--- config.mk ---
export PLATFORM = sky130hd
export DESIGN_NAME = multiword_subtractor_seq
export DESIGN_NICKNAME = d
export VERILOG_FILES = /design/src/rtl/sub_pkg.sv /design/src/rtl/limb_sub.sv /design/src/rtl/multiword_subtractor_seq.sv
export SDC_FILE = /design/constraint.sdc
export NUM_CORES = 1
export LEC_CHECK = 0
export CORE_AREA = 3 3 88 124
export DETAILED_ROUTE_END_ITERATION = 6
export DIE_AREA = 0 0 91 127
export GPL_ROUTABILITY_DRIVEN = 0
export PLACE_DENSITY = 0.87
export SLEW_MARGIN = 20
export SYNTH_ARGS = -nofsm -noshare
export SYNTH_HDL_FRONTEND = slang
export SYNTH_HIERARCHICAL = 1
export SYNTH_SLANG_ARGS = --single-unit
--- constraint.sdc ---
create_clock -name clk -period 5.2 [get_ports clk]
set_input_delay 1.56 -clock clk [delete_from_list [all_inputs] [get_ports clk]]
set_output_delay 1.56 -clock clk [all_outputs]
set_load 0.01 [all_outputs]
--- src/rtl/sub_pkg.sv ---
// Shared types and constants for the multi-word sequential subtractor.
package sub_pkg;

   // Operation sequencing: wait for operands, walk the limbs, hold the result.
   typedef enum logic [1:0] {
      IDLE = 2'd0,
      RUN  = 2'd1,
      DONE = 2'd2
   } state_t;

   // Result handling on underflow.
   localparam logic MODE_WRAP = 1'b0;
   localparam logic MODE_SAT  = 1'b1;

endpackage

--- src/rtl/limb_sub.sv ---
// One LIMB-bit slice of the subtract: diff = a - b - bin, bout = 1 on underflow.
module limb_sub
   import sub_pkg::*;
#(
   parameter int LIMB = 8
) (
   input  logic [LIMB-1:0] a,
   input  logic [LIMB-1:0] b,
   input  logic            bin,
   output logic [LIMB-1:0] diff,
   output logic            bout
);

   logic [LIMB:0] ext;

   // Widen by one bit; the extra bit goes high exactly when the slice result is negative.
   always_comb begin
      ext  = {1'b0, a} - {1'b0, b} - {{LIMB{1'b0}}, bin};
      diff = ext[LIMB-1:0];
      bout = ext[LIMB];
   end

endmodule

--- src/rtl/multiword_subtractor_seq.sv ---
// Sequential WIDTH-bit subtractor: one LIMB-bit slice per cycle, LSB limb first,
// borrow chained between slices, with wrap-around or unsigned-saturating result.
//
// Handshakes: a transfer happens on a rising edge where valid && ready are both 1.
// Input side: in_ready is 1 only in IDLE; a, b and mode are captured on that edge.
// Output side: out_valid is 1 only in DONE; diff/borrow/zero are held until the edge
// where out_ready is also 1. Neither ready depends combinationally on valid.
module multiword_subtractor_seq
   import sub_pkg::*;
#(
   parameter int WIDTH = 32,
   parameter int LIMB  = 8
) (
   input  logic             clk,
   input  logic             rst,
   input  logic             in_valid,
   output logic             in_ready,
   input  logic [WIDTH-1:0] a,
   input  logic [WIDTH-1:0] b,
   input  logic             mode,
   output logic             out_valid,
   input  logic             out_ready,
   output logic [WIDTH-1:0] diff,
   output logic             borrow,
   output logic             zero
);

   localparam int NLIMBS = WIDTH / LIMB;
   localparam int IDXW   = (NLIMBS > 1) ? $clog2(NLIMBS) : 1;

   state_t            state_q, state_d;
   logic [IDXW-1:0]   idx_q;
   logic              chain_q;
   logic [WIDTH-1:0]  a_q, b_q;
   logic              mode_q;
   logic [WIDTH-1:0]  diff_q;
   logic              borrow_q;
   logic              zero_q;

   logic [LIMB-1:0]   limb_a, limb_b, limb_d;
   logic              limb_bout;
   logic              last;
   logic [WIDTH-1:0]  diff_upd;

   // Select the current slice of the latched operands.
   always_comb begin
      limb_a = a_q[idx_q*LIMB +: LIMB];
      limb_b = b_q[idx_q*LIMB +: LIMB];
      last   = (idx_q == IDXW'(NLIMBS - 1));
   end

   limb_sub #(.LIMB(LIMB)) u_limb (
      .a    (limb_a),
      .b    (limb_b),
      .bin  (chain_q),
      .diff (limb_d),
      .bout (limb_bout)
   );

   // Merge this cycle's slice into the result; on the final slice apply saturation.
   always_comb begin
      diff_upd = diff_q;
      diff_upd[idx_q*LIMB +: LIMB] = limb_d;
      if (last && (mode_q == MODE_SAT) && limb_bout) begin
         diff_upd = '0;
      end
   end

   // Next-state logic for the operation sequencer.
   always_comb begin
      state_d = state_q;
      case (state_q)
         IDLE:    if (in_valid) state_d = RUN;
         RUN:     if (last) state_d = DONE;
         DONE:    if (out_ready) state_d = IDLE;
         default: state_d = IDLE;
      endcase
   end

   // State register; reset discards any in-flight operation.
   always_ff @(posedge clk) begin
      if (rst) state_q <= IDLE;
      else     state_q <= state_d;
   end

   // Operand capture, limb walk and result registers.
   always_ff @(posedge clk) begin
      if (rst) begin
         idx_q    <= '0;
         chain_q  <= 1'b0;
         a_q      <= '0;
         b_q      <= '0;
         mode_q   <= MODE_WRAP;
         diff_q   <= '0;
         borrow_q <= 1'b0;
         zero_q   <= 1'b0;
      end else begin
         case (state_q)
            IDLE: begin
               if (in_valid) begin
                  a_q     <= a;
                  b_q     <= b;
                  mode_q  <= mode;
                  chain_q <= 1'b0;
                  idx_q   <= '0;
               end
            end
            RUN: begin
               diff_q  <= diff_upd;
               chain_q <= limb_bout;
               if (last) begin
                  idx_q    <= '0;
                  borrow_q <= limb_bout;
                  zero_q   <= (diff_upd == '0);
               end else begin
                  idx_q <= idx_q + 1'b1;
               end
            end
            default: ;
         endcase
      end
   end

   // Outputs come straight from registers or a decode of the state register.
   always_comb begin
      in_ready  = (state_q == IDLE);
      out_valid = (state_q == DONE);
      diff      = diff_q;
      borrow    = borrow_q;
      zero      = zero_q;
   end

endmodule

==> load_flow_metrics.sql, run 1 <==
INSERT INTO impl_metrics (metric_group, metric, value, unit) VALUES
('status', 'run_status', 'finished clean', ''),
('clock_network', 'buffer_cell_driving_the_clock_tree_root', 'sky130_fd_sc_hd__clkbuf_16', ''),
('grt', 'global_route.usage.met2', '0.397', ''),
('synth', 'syn_inst', '572', ''),
('power', 'netSwitchingFraction', '0.303', ''),
('grt', 'global_route_layer_with_the_greatest_usage', 'met2', ''),
('clock_network', 'cts_made_buffers', '9', ''),
('clock_network', 'postCtsResizedCells', '0', ''),
('grt', 'grtUsageTotal', '0.218', ''),
('power', 'leakage', '0.00231', 'µW'),
('synth', 'ys_dominant_reg_cell', 'sky130_fd_sc_hd__dfxtp_1', ''),
('worst_hold_path', 'holdCritPathClass', 'reg2reg', ''),
('floorplanning', 'fp.dieArea', '0.0116', 'mm²'),
('detailed_routing', 'detailedRoute.firstPassIterationCount', '6', ''),
('timing', 'fin_hold_ws', '454', 'ps'),
('critical_path', 'cp-start-kind', 'flip-flop', ''),
('power', 'power.net_switching', '622', 'µW'),
('detailed_routing', 'initial_drc_count', '287', ''),
('detailed_routing', 'detail_route.wirelength', '12600', 'µm'),
('finish', 'final_nets', '741', ''),
('placement', 'placement.io_buffers', '104', ''),
('critical_path', 'r2r_cells', '13', ''),
('finish', 'final_common_cell', 'sky130_fd_sc_hd__nand2_1', ''),
('timing', 'slew-limit-headroom', '0.325', ''),
('synth', 'syn-cell-area', '0.00489', 'mm²'),
('clock_network', 'clkSinkCount', '104', ''),
('floorplanning', 'effective_utilization_at_floorplan', '0.494', ''),
('synth', 'syn-mean-instance-area', '8.55', 'µm²'),
('floorplanning', 'fp.coreArea', '0.00990', 'mm²'),
('clock_network', 'htree_levels', '3', ''),
('run', 'max-cap-violations', '0', ''),
('timing', 'grt_setup_unrepaired', 'false', ''),
('timing', 'clock.fmax', '228', 'MHz'),
('timing', 'fin_setup_tns', '0', 'ps'),
('detailed_routing', 'drt-wirelength-per-cell', '16.0', 'µm'),
('critical_path', 'timing_worst_setup_path_type', 'reg2reg', ''),
('finish', 'n_antenna_cell', '0', ''),
('grt', 'grt.overflow.total', '0', ''),
('timing', 'worst_slew_pin_slew', '1010', 'ps'),
('grt', 'grt_pass1_wl', '20400', 'µm'),
('worst_hold_path', 'worstHoldStart', 'a_q[19]$_SDFFE_PP0P_', ''),
('grt', 'globalRouteMet3Util', '0.0389', ''),
('power', 'finalPower', '2050', 'µW'),
('clock_network', 'clk-insertion-delay-late', '350', 'ps'),
('critical_path', 'rr_endpoint', 'zero$_SDFFE_PP0P_', ''),
('worst_hold_path', 'worst_hold_depth', '2', ''),
('clock_network', 'cts-root-to-sink-buffers', '2', ''),
('power', 'comb_power_share', '0.244', ''),
('detailed_routing', 'antenna_violating_nets_left', '0', ''),
('finish', 'fraction_of_layout_instances_using_a_drive_strength_above_1', '0.0732', ''),
('synth', 'synth_seq_area_share', '0.426', ''),
('detailed_routing', 'drc', '0', ''),
('timing', 'setup_viol', '0', ''),
('timing', 'finalHoldViolations', '0', ''),
('placement', 'placement.cell_area', '0.00591', 'mm²'),
('synth', 'synth_seq_cells', '104', ''),
('finish', 'syn_to_final_growth', '27.0', '%'),
('critical_path', 'endpoint_kind', 'flip-flop', ''),
('synth', 'share_of_flip_flops_with_an_asynchronous_set_or_reset', '0', ''),
('finish', 'final_design_area_no_fill', '0.00621', 'mm²'),
('power', 'clock_power_frac', '0.331', ''),
('critical_path', 'timing.reg2reg.setup_slack', '810', 'ps'),
('critical_path', 'timing.rr.start', 'idx_q[0]$_SDFFE_PP0P_', ''),
('grt', 'antenna_found_initial', '0', ''),
('power', 'intPower', '1430', 'µW'),
('grt', 'first_global_vias', '4331', ''),
('timing', 'maxSlewViolCount', '0', ''),
('critical_path', 'cp_max_fo', '31', ''),
('floorplanning', 'fp-row-count', '43', ''),
('finish', 'commonest_cells_after_routing_fill_and_taps_aside', 'sky130_fd_sc_hd__nand2_1, sky130_fd_sc_hd__dfxtp_1, sky130_fd_sc_hd__clkdlybuf4s50_1', ''),
('synth', 'synth_fp_nets', '662', '');
## state kept, by name, indices dropped and copies added, names as in the netlist
signal and flops:
borrow 1, a_q 32, idx_q 2, b_q 32, state_q 2, chain_q 1
mode_q 1, diff 32, zero 1
## power by group through the flow
stage / logic [µW] / registers [µW] / clock network [µW]
after floorplan: 330 / 873 / 0
after global placement: 457 / 885 / 0
after detailed placement: 476 / 888 / 0
after CTS: 483 / 870 / 685
after global routing: 534 / 875 / 715
final: 501 / 870 / 679
## area by class of cell
| type | instances | area, µm² | area share |
|---|---|---|---|
| Multi-Input combinational cell | 405 | 2520 | 0.406 |
| Sequential cell | 104 | 2080 | 0.335 |
| Timing Repair Buffer | 104 | 1040 | 0.167 |
| Clock buffer | 12 | 246 | 0.0397 |
| Tap cell | 135 | 169 | 0.0272 |
| Inverter | 27 | 101 | 0.0163 |
| Clock inverter | 4 | 51.3 | 0.00826 |
## cells by family after synthesis
logic type      after synthesis  share of synthesized area
flops                       104                      0.426
buf+inv                      63                     0.0601
xor+xnor                      5                    0.00896
fa+ha+maj                    21                     0.0568
simple gates                230                      0.206
mux                          18                     0.0778
compound gates              131                      0.165
## per-stage QoR
step	std cells	worst slack, ps
finish	791	809
global route	791	475
CTS	791	890
detailed placement	775	914
global placement	775	1040
floorplan	572	1560
## synth_stat cells, drive strengths merged (3+ instances only)
library cell	number	area, µm²
inv	27	101
nor3	6	57.6
ha	19	238
nand2	143	539
nand2b	4	25.0
nand3b	3	22.5
nor2b	3	18.8
a21oi	77	393
o21ai	8	40.0
mux4	16	360
dfxtp	104	2080
nand3	6	30.0
nor2	46	173
nor4	7	43.8
clkbuf	20	95.1
buf	16	97.6
a31oi	4	25.0
xnor2	3	26.3
a22oi	31	233
## how the worst max path moves through the flow
stage	start	to	slack, ps	cells after the start
2_1_floorplan	idx_q[0]$_SDFFE_PP0P_	zero$_SDFFE_PP0P_	1560	14
3_3_place_gp	idx_q[0]$_SDFFE_PP0P_	zero$_SDFFE_PP0P_	1040	13
3_5_place_dp	idx_q[0]$_SDFFE_PP0P_	zero$_SDFFE_PP0P_	910	13
4_1_cts	idx_q[0]$_SDFFE_PP0P_	zero$_SDFFE_PP0P_	890	13
5_1_grt	idx_q[0]$_SDFFE_PP0P_	zero$_SDFFE_PP0P_	470	13
6_report	idx_q[0]$_SDFFE_PP0P_	zero$_SDFFE_PP0P_	810	13
## per-layer routing
layer | share of wire | vias up | wire, µm
li1 | - | 2123 | -
met1 | 0.37 | 2039 | 4650
met2 | 0.53 | 224 | 6700
met3 | 0.072 | 37 | 907
met4 | 0.029 | 0 | 367
met5 | 0 | - | 0
## worst max-delay path, cell delays in order (launching register included)
cell and delay [ps]:
sky130_fd_sc_hd__dfxtp_2 890, sky130_fd_sc_hd__mux4_2 610, sky130_fd_sc_hd__ha_1 290, sky130_fd_sc_hd__inv_1 40, sky130_fd_sc_hd__ha_1 400, sky130_fd_sc_hd__a21oi_2 330
sky130_fd_sc_hd__nand2_2 90, sky130_fd_sc_hd__a221oi_2 270, sky130_fd_sc_hd__nand3b_1 320, sky130_fd_sc_hd__nor3_1 280, sky130_fd_sc_hd__a211oi_2 80, sky130_fd_sc_hd__nor4_1 370
sky130_fd_sc_hd__a41oi_2 170, sky130_fd_sc_hd__o21ai_1 150
Note: power is estimated with default switching activity, not from simulation.
==> run 2, diff against run 1 <==
--- a/config.mk
+++ b/config.mk
@@ -5,11 +5,11 @@
 export SDC_FILE = /design/constraint.sdc
 export NUM_CORES = 1
 export LEC_CHECK = 0
-export CORE_AREA = 3 3 88 124
+export CORE_AREA = 3 3 92 128
 export DETAILED_ROUTE_END_ITERATION = 6
-export DIE_AREA = 0 0 91 127
+export DIE_AREA = 0 0 95 131
 export GPL_ROUTABILITY_DRIVEN = 0
-export PLACE_DENSITY = 0.87
+export PLACE_DENSITY = 0.85
 export SLEW_MARGIN = 20
 export SYNTH_ARGS = -nofsm -noshare
 export SYNTH_HDL_FRONTEND = slang
==> constraint.sdc (replaced) <==
create_clock -name clk -period 3.7 [get_ports clk]
set_input_delay 1.11 -clock clk [delete_from_list [all_inputs] [get_ports clk]]
set_output_delay 1.11 -clock clk [all_outputs]
set_load 0.01 [all_outputs]
==> run 2 against run 1 <==
- critical path depth unchanged
- clock-buffer cell count shrank 2
- clock skew shrank 1.7 ps
- setup slack lost 740 ps
- clock power rose by 41%
- total power up 46%
- register-to-register slack lost 740 ps
- cell area grew 3.8%
- combinational power up 66%
- sequential share of layout area shrank 1.2 points
- fmax increased by 21%
- sequential power up 39%
==> load_flow_metrics.sql, run 2 (synthesis gave the netlist of run 1 again) <==
INSERT INTO impl_metrics (metric_group, metric, value, unit) VALUES
('floorplanning', 'fp.coreArea', '0.0109', 'mm²'),
('worst_hold_path', 'holdCritPathClass', 'reg2reg', ''),
('grt', 'antenna_found_initial', '0', ''),
('timing', 'period_share', '0.980', ''),
('critical_path', 'timing.critical_path.slowest_cell_delay', '530', 'ps'),
('power', 'leakage', '0.00240', 'µW'),
('power', 'netSwitchingFraction', '0.311', ''),
('clock_network', 'clkSinkCount', '104', ''),
('timing', 'finalHoldViolations', '0', ''),
('critical_path', 'required', '3910', 'ps'),
('floorplanning', 'effective_utilization_at_floorplan', '0.450', ''),
('critical_path', 'worst-endpoint-arrival', '3840', 'ps'),
('finish', 'final_common_cell', 'sky130_fd_sc_hd__nand2_1', ''),
('detailed_routing', 'initial_drc_count', '377', ''),
('timing', 'worst_slew_pin_slew', '775', 'ps'),
('clock_network', 'tritoncts_clock_tree', 'done', ''),
('grt', 'grt_max_degree', '60', ''),
('timing', 'setup_viol', '0', ''),
('power', 'intPower', '2070', 'µW'),
('critical_path', 'endpoint_kind', 'flip-flop', ''),
('floorplanning', 'fp-row-count', '45', ''),
('power', 'clock_power_frac', '0.318', ''),
('clock_network', 'ctsHoldBuffers', '0', ''),
('timing', 'slew-limit-headroom', '0.482', ''),
('critical_path', 'cp-start-kind', 'flip-flop', ''),
('clock_network', 'buffer_cell_driving_the_clock_tree_root', 'sky130_fd_sc_hd__clkbuf_16', ''),
('floorplanning', 'die_width', '95', 'µm'),
('finish', 'n_antenna_cell', '0', ''),
('detailed_routing', 'detail_route.wirelength', '13300', 'µm'),
('timing', 'fin_skew', '6.64', 'ps'),
('clock_network', 'cts-root-to-sink-buffers', '2', ''),
('power', 'power.net_switching', '931', 'µW'),
('power', 'power_frac_seq', '0.404', ''),
('clock_network', 'cts_made_buffers', '9', ''),
('timing', 'fin_setup_tns', '0', 'ps'),
('placement', 'dpl.cell_count', '796', ''),
('grt', 'grt.overflow.total', '0', ''),
('placement', 'dp_hpwl', '9670', 'µm'),
('detailed_routing', 'number_of_vias_after_detailed_routing', '4552', ''),
('finish', 'fraction_of_layout_instances_using_a_drive_strength_above_1', '0.118', ''),
('power', 'comb_power_share', '0.278', ''),
('detailed_routing', 'detailedRoute.firstPassIterationCount', '6', ''),
('timing', 'period_needed', '3630', 'ps'),
('power', 'vdd_ir_drop_max', '242', 'µV'),
('clock_network', 'clk_pin_slew', '70', 'ps'),
('clock_network', 'htree_levels', '3', ''),
('clock_network', 'clk-insertion-delay-late', '350', 'ps'),
('run', 'max-cap-violations', '0', ''),
('timing', 'clock.fmax', '276', 'MHz'),
('critical_path', 'cp_max_fo', '10', ''),
('grt', 'grtUsageTotal', '0.214', ''),
('floorplanning', 'fp.dieArea', '0.0124', 'mm²'),
('power', 'pwr_density_cell', '464', 'mW/mm²'),
('critical_path', 'critical_path.cell_chain', 'buf_12 > mux4_2 > ha_1 > inv_1 > ha_1 > a21oi_4 > nand2_1 > nor2_1 > a211o_1 > and3_1 > o21ai_2 > a22oi_1 > nor2_1', ''),
('critical_path', 'timing_worst_setup_path_type', 'reg2reg', ''),
('detailed_routing', 'drc', '0', ''),
('grt', 'first_global_vias', '4330', ''),
('floorplanning', 'vert_die_dim', '131', 'µm'),
('finish', 'syn_to_final_growth', '31.9', '%'),
('finish', 'final_nets', '757', ''),
('grt', 'grt_pass1_wl', '20700', 'µm'),
('detailed_routing', 'drt-wirelength-per-cell', '16.3', 'µm'),
('finish', 'finalCoreUtilization', '0.594', ''),
('finish', 'instances_no_fill', '813', ''),
('floorplanning', 'io_pins', '105', ''),
('finish', 'commonest_cells_after_routing_fill_and_taps_aside', 'sky130_fd_sc_hd__nand2_1, sky130_fd_sc_hd__dfxtp_1, sky130_fd_sc_hd__clkdlybuf4s50_1', ''),
('critical_path', 'timing.critical_path.slowest_stage_cell', 'sky130_fd_sc_hd__mux4_2', ''),
('detailed_routing', 'antenna_violating_nets_left', '0', ''),
('detailed_routing', 'route.detailed.vias_per_inst', '5.60', ''),
('status', 'run_status', 'finished clean', ''),
('timing', 'maxSlewViolCount', '0', ''),
('placement', 'placement.io_buffers', '104', '');
[run 2: layout make-up]
type | instances | area, µm²
clock buffer | 10 | 229
clock inverter | 6 | 67.6
fill | 889 | 4420
inverter | 27 | 101
multi-input combinational | 405 | 2590
sequential | 104 | 2090
tap | 141 | 176
timing repair buffer | 120 | 1200
[run 2: per-layer routing]
| layer | share of wire | vias to the layer above | global-route usage |
|---|---|---|---|
| li1 | - | 2146 | - |
| met1 | 0.37 | 2099 | 0.238 |
| met2 | 0.52 | 243 | 0.384 |
| met3 | 0.065 | 64 | 0.0401 |
| met4 | 0.042 | 0 | 0.110 |
| met5 | 0 | - | 0 |
[run 2: metrics by stage]
| step | power (µW) | worst slack, ps | hold slack, ps | area, µm² |
|---|---|---|---|---|
| finish | 3000 | 72.8 | 454 | 6450 |
| global route | 3100 | -59.1 | 470 | 6450 |
| CTS | 2920 | 1.41 | 454 | 6360 |
| detailed placement | 1990 | 49.6 | 445 | 6070 |
| global placement | 1960 | 214 | 440 | 6070 |
| floorplan | 1690 | 64.7 | 430 | 4890 |
[run 2: timing repair]
| item | in CTS | in global routing |
|---|---|---|
| setup buffers | 0 | 1 |
| setup endpoints to repair | 0 | 32 |
| resized for setup | 0 | 17 |
[run 2: final timing paths]
kind	start	endpoint	slack (ps)	cells past startpoint
max	idx_q[0]$_SDFFE_PP0P_	diff[13]$_SDFFE_PP0P_	70	13
min	b_q[24]$_SDFFE_PP0P_	b_q[24]$_SDFFE_PP0P_	450	2
max reg2reg	idx_q[0]$_SDFFE_PP0P_	diff[13]$_SDFFE_PP0P_	70	13
min reg2reg	b_q[24]$_SDFFE_PP0P_	b_q[24]$_SDFFE_PP0P_	450	2
[run 2: worst max-delay path: cells and delay by family (launching register included)]
kind                       cells  cell delay, ps
and+or+nand+nor                4             680
muxes                          1             530
buffers and inverters          2             200
adders and majority gates      2             730
DFF                            1             380
AOI/OAI and AO/OA              4             960
[run 2: power groups by stage]
stage / clock network (µW) / logic [µW] / registers, µW
final: 954 / 832 / 1210
after CTS: 952 / 760 / 1210
after global routing: 999 / 888 / 1220
after detailed placement: 0 / 755 / 1240
after global placement: 0 / 729 / 1230
after floorplan: 0 / 464 / 1230
==> run 3, diff against run 2 <==
--- a/config.mk
+++ b/config.mk
@@ -5,12 +5,12 @@
 export SDC_FILE = /design/constraint.sdc
 export NUM_CORES = 1
 export LEC_CHECK = 0
-export CORE_AREA = 3 3 92 128
+export CORE_AREA = 3 3 90 126
+export CTS_BUF_LIST = sky130_fd_sc_hd__clkbuf_8
 export DETAILED_ROUTE_END_ITERATION = 6
-export DIE_AREA = 0 0 95 131
+export DIE_AREA = 0 0 93 129
 export GPL_ROUTABILITY_DRIVEN = 0
-export PLACE_DENSITY = 0.85
-export SLEW_MARGIN = 20
+export PLACE_DENSITY = 0.87
 export SYNTH_ARGS = -nofsm -noshare
 export SYNTH_HDL_FRONTEND = slang
 export SYNTH_HIERARCHICAL = 1
==> run 3 against run 2 <==
- critical endpoint is now zero$_SDFFE_PP0P_
- first-iteration DRC count shrank 17%
- clock skew grew 5.8 ps
- fmax rose by 1.5%
- clock power decreased by 21%
- combinational power shrank 3.8%
- cell count down 0.62%
- routed wire length fell by 3.4%
- hold slack better by 2.4 ps
- sequential power hardly changed
- via count fell by 1.8%
- total power down 7.7%
- global-route usage decreased by 0.076 points
- largest cell class unchanged
==> load_flow_metrics.sql, run 3 (synthesis gave the netlist of run 1 again) <==
INSERT INTO impl_metrics (metric_group, metric, value, unit) VALUES
('timing', 'period_share', '0.966', ''),
('clock_network', 'htree_levels', '3', ''),
('clock_network', 'cts-root-to-sink-buffers', '2', ''),
('placement', 'dp_hpwl', '9710', 'µm'),
('floorplanning', 'die_width', '93', 'µm'),
('critical_path', 'r2r_cells', '14', ''),
('floorplanning', 'effective_utilization_at_floorplan', '0.472', ''),
('floorplanning', 'vert_die_dim', '129', 'µm'),
('detailed_routing', 'initial_drc_count', '314', ''),
('detailed_routing', 'drt-wirelength-per-cell', '15.9', 'µm'),
('critical_path', 'endpoint_kind', 'flip-flop', ''),
('finish', 'finalCoreUtilization', '0.612', ''),
('floorplanning', 'fp.dieArea', '0.0120', 'mm²'),
('worst_hold_path', 'worst_hold_depth', '2', ''),
('grt', 'grt_max_degree', '71', ''),
('timing', 'fin_skew', '12.5', 'ps'),
('clock_network', 'clkSinkCount', '104', ''),
('worst_hold_path', 'holdCritPathClass', 'reg2reg', ''),
('placement', 'dpl.cell_count', '793', ''),
('timing', 'finalHoldViolations', '0', ''),
('power', 'vdd_ir_drop_max', '287', 'µV'),
('finish', 'fraction_of_layout_instances_using_a_drive_strength_above_1', '0.110', ''),
('floorplanning', 'io_pins', '105', ''),
('timing', 'fin_setup_tns', '0', 'ps'),
('timing', 'maxSlewViolCount', '0', ''),
('clock_network', 'postcts_setup_bufs', '0', ''),
('timing', 'slew-limit-headroom', '0.471', ''),
('timing', 'grt_setup_unrepaired', 'false', ''),
('finish', 'final_nets', '756', ''),
('critical_path', 'required', '3950', 'ps'),
('grt', 'antenna_found_initial', '0', ''),
('floorplanning', 'fp.coreArea', '0.0103', 'mm²'),
('clock_network', 'tritoncts_clock_tree', 'done', ''),
('grt', 'grtUsageTotal', '0.213', ''),
('timing', 'worst_slew_pin_slew', '792', 'ps'),
('power', 'pwr_density_cell', '436', 'mW/mm²'),
('detailed_routing', 'drc', '0', ''),
('timing', 'setup_viol', '0', ''),
('worst_hold_path', 'timing.hold.worst_endpoint', 'a_q[18]$_SDFFE_PP0P_', ''),
('detailed_routing', 'number_of_vias_after_detailed_routing', '4469', ''),
('critical_path', 'worst-endpoint-arrival', '3820', 'ps'),
('run', 'max-cap-violations', '0', ''),
('finish', 'syn_to_final_growth', '29.6', '%'),
('critical_path', 'timing.rr.start', 'idx_q[0]$_SDFFE_PP0P_', ''),
('critical_path', 'timing_worst_setup_path_type', 'reg2reg', ''),
('clock_network', 'ctsHoldBuffers', '0', ''),
('placement', 'placement.io_buffers', '104', ''),
('critical_path', 'timing.reg2reg.setup_slack', '130', 'ps'),
('clock_network', 'clk_pin_slew', '100', 'ps'),
('grt', 'grt_pass1_wl', '20600', 'µm'),
('timing', 'period_needed', '3570', 'ps'),
('clock_network', 'postCtsResizedCells', '0', ''),
('critical_path', 'rr_endpoint', 'zero$_SDFFE_PP0P_', ''),
('critical_path', 'cp_max_fo', '10', ''),
('grt', 'groute.layer.met1.usage', '0.234', ''),
('clock_network', 'clk-insertion-delay-late', '370', 'ps'),
('grt', 'first_global_vias', '4482', ''),
('detailed_routing', 'detail_route.wirelength', '12800', 'µm'),
('grt', 'global_route.usage.met2', '0.388', ''),
('detailed_routing', 'detailedRoute.firstPassIterationCount', '7', ''),
('finish', 'final_common_cell', 'sky130_fd_sc_hd__nand2_1', ''),
('critical_path', 'cp-start-kind', 'flip-flop', ''),
('detailed_routing', 'antenna_violating_nets_left', '0', ''),
('grt', 'grt.overflow.total', '0', ''),
('finish', 'instances_no_fill', '808', ''),
('finish', 'n_antenna_cell', '0', ''),
('grt', 'global_route_layer_with_the_greatest_usage', 'met2', ''),
('clock_network', 'buffer_cell_driving_the_clock_tree_root', 'sky130_fd_sc_hd__clkbuf_8', ''),
('grt', 'globalRouteMet3Util', '0.0316', ''),
('floorplanning', 'fp-row-count', '44', ''),
('timing', 'clock.fmax', '280', 'MHz'),
('status', 'run_status', 'finished clean', ''),
('worst_hold_path', 'worstHoldStart', 'a_q[18]$_SDFFE_PP0P_', ''),
('finish', 'commonest_cells_after_routing_fill_and_taps_aside', 'sky130_fd_sc_hd__nand2_1, sky130_fd_sc_hd__clkdlybuf4s50_1, sky130_fd_sc_hd__dfxtp_1', ''),
('clock_network', 'cts_made_buffers', '9', ''),
('power', 'leakage', '0.00236', 'µW'),
('detailed_routing', 'route.detailed.vias_per_inst', '5.53', '');
run 3: changes by cell type in the layout (fill, tap and decap cells not counted), moves of 2 or more:
cell,previous run,this run
sky130_fd_sc_hd__inv_6,2,0
sky130_fd_sc_hd__clkbuf_16,9,0
sky130_fd_sc_hd__clkbuf_8,0,9
sky130_fd_sc_hd__buf_4,14,11
run 3: worst max-delay path by stage:
stage	slack [ps]	from	depth (start not counted)	endpoint
finish	130	idx_q[0]$_SDFFE_PP0P_	14	zero$_SDFFE_PP0P_
global route	1	idx_q[0]$_SDFFE_PP0P_	14	zero$_SDFFE_PP0P_
CTS	50	idx_q[0]$_SDFFE_PP0P_	13	diff[12]$_SDFFE_PP0P_
detailed placement	80	idx_q[0]$_SDFFE_PP0P_	13	diff[12]$_SDFFE_PP0P_
global placement	230	idx_q[0]$_SDFFE_PP0P_	14	zero$_SDFFE_PP0P_
floorplan	60	idx_q[0]$_SDFFE_PP0P_	14	zero$_SDFFE_PP0P_
run 3: routing by layer:
layer  up-vias  wire length [µm]
met5         -                 0
li1       2144                 -
met1      2094              4770
met4         0               481
met2       188              6850
met3        43               734
run 3: metrics by stage:
step	setup WS, ps	power (µW)	cell area [µm²]	hold WS (ps)
after floorplan	64.7	1690	4890	430
after global placement	229	1960	6060	441
after detailed placement	78.5	1990	6060	444
after CTS	49.8	2720	6270	458
after global routing	1.17	2880	6330	481
final	128	2760	6330	457
run 3: layout make-up:
cell class                 instances  area (µm²)
clock buffer                       9         124
clock inverter                     6        86.3
fill                             878        4020
inverter                          27         101
multi-input combinational        405        2570
sequential                       104        2090
tap                              138         173
timing repair buffer             119        1190
run 3: power by group:
group | total, µW | internal, µW | switching, µW
combinational | 800 | 350 | 450
clock | 753 | 375 | 378
sequential | 1210 | 1180 | 35.8
total | 2760 | 1900 | 864
run 3: critical path, cell delays in order (launching register included):
cell and delay (ps):
sky130_fd_sc_hd__dfxtp_4 390, sky130_fd_sc_hd__buf_12 150, sky130_fd_sc_hd__mux4_2 510, sky130_fd_sc_hd__inv_1 90, sky130_fd_sc_hd__fa_1 200, sky130_fd_sc_hd__inv_1 60, sky130_fd_sc_hd__fa_1 410, sky130_fd_sc_hd__a21boi_2 220
sky130_fd_sc_hd__o211ai_2 140, sky130_fd_sc_hd__nand2_1 100, sky130_fd_sc_hd__xor2_1 410, sky130_fd_sc_hd__nor4b_1 350, sky130_fd_sc_hd__o22ai_1 160, sky130_fd_sc_hd__a41oi_2 210, sky130_fd_sc_hd__o21ai_1 70
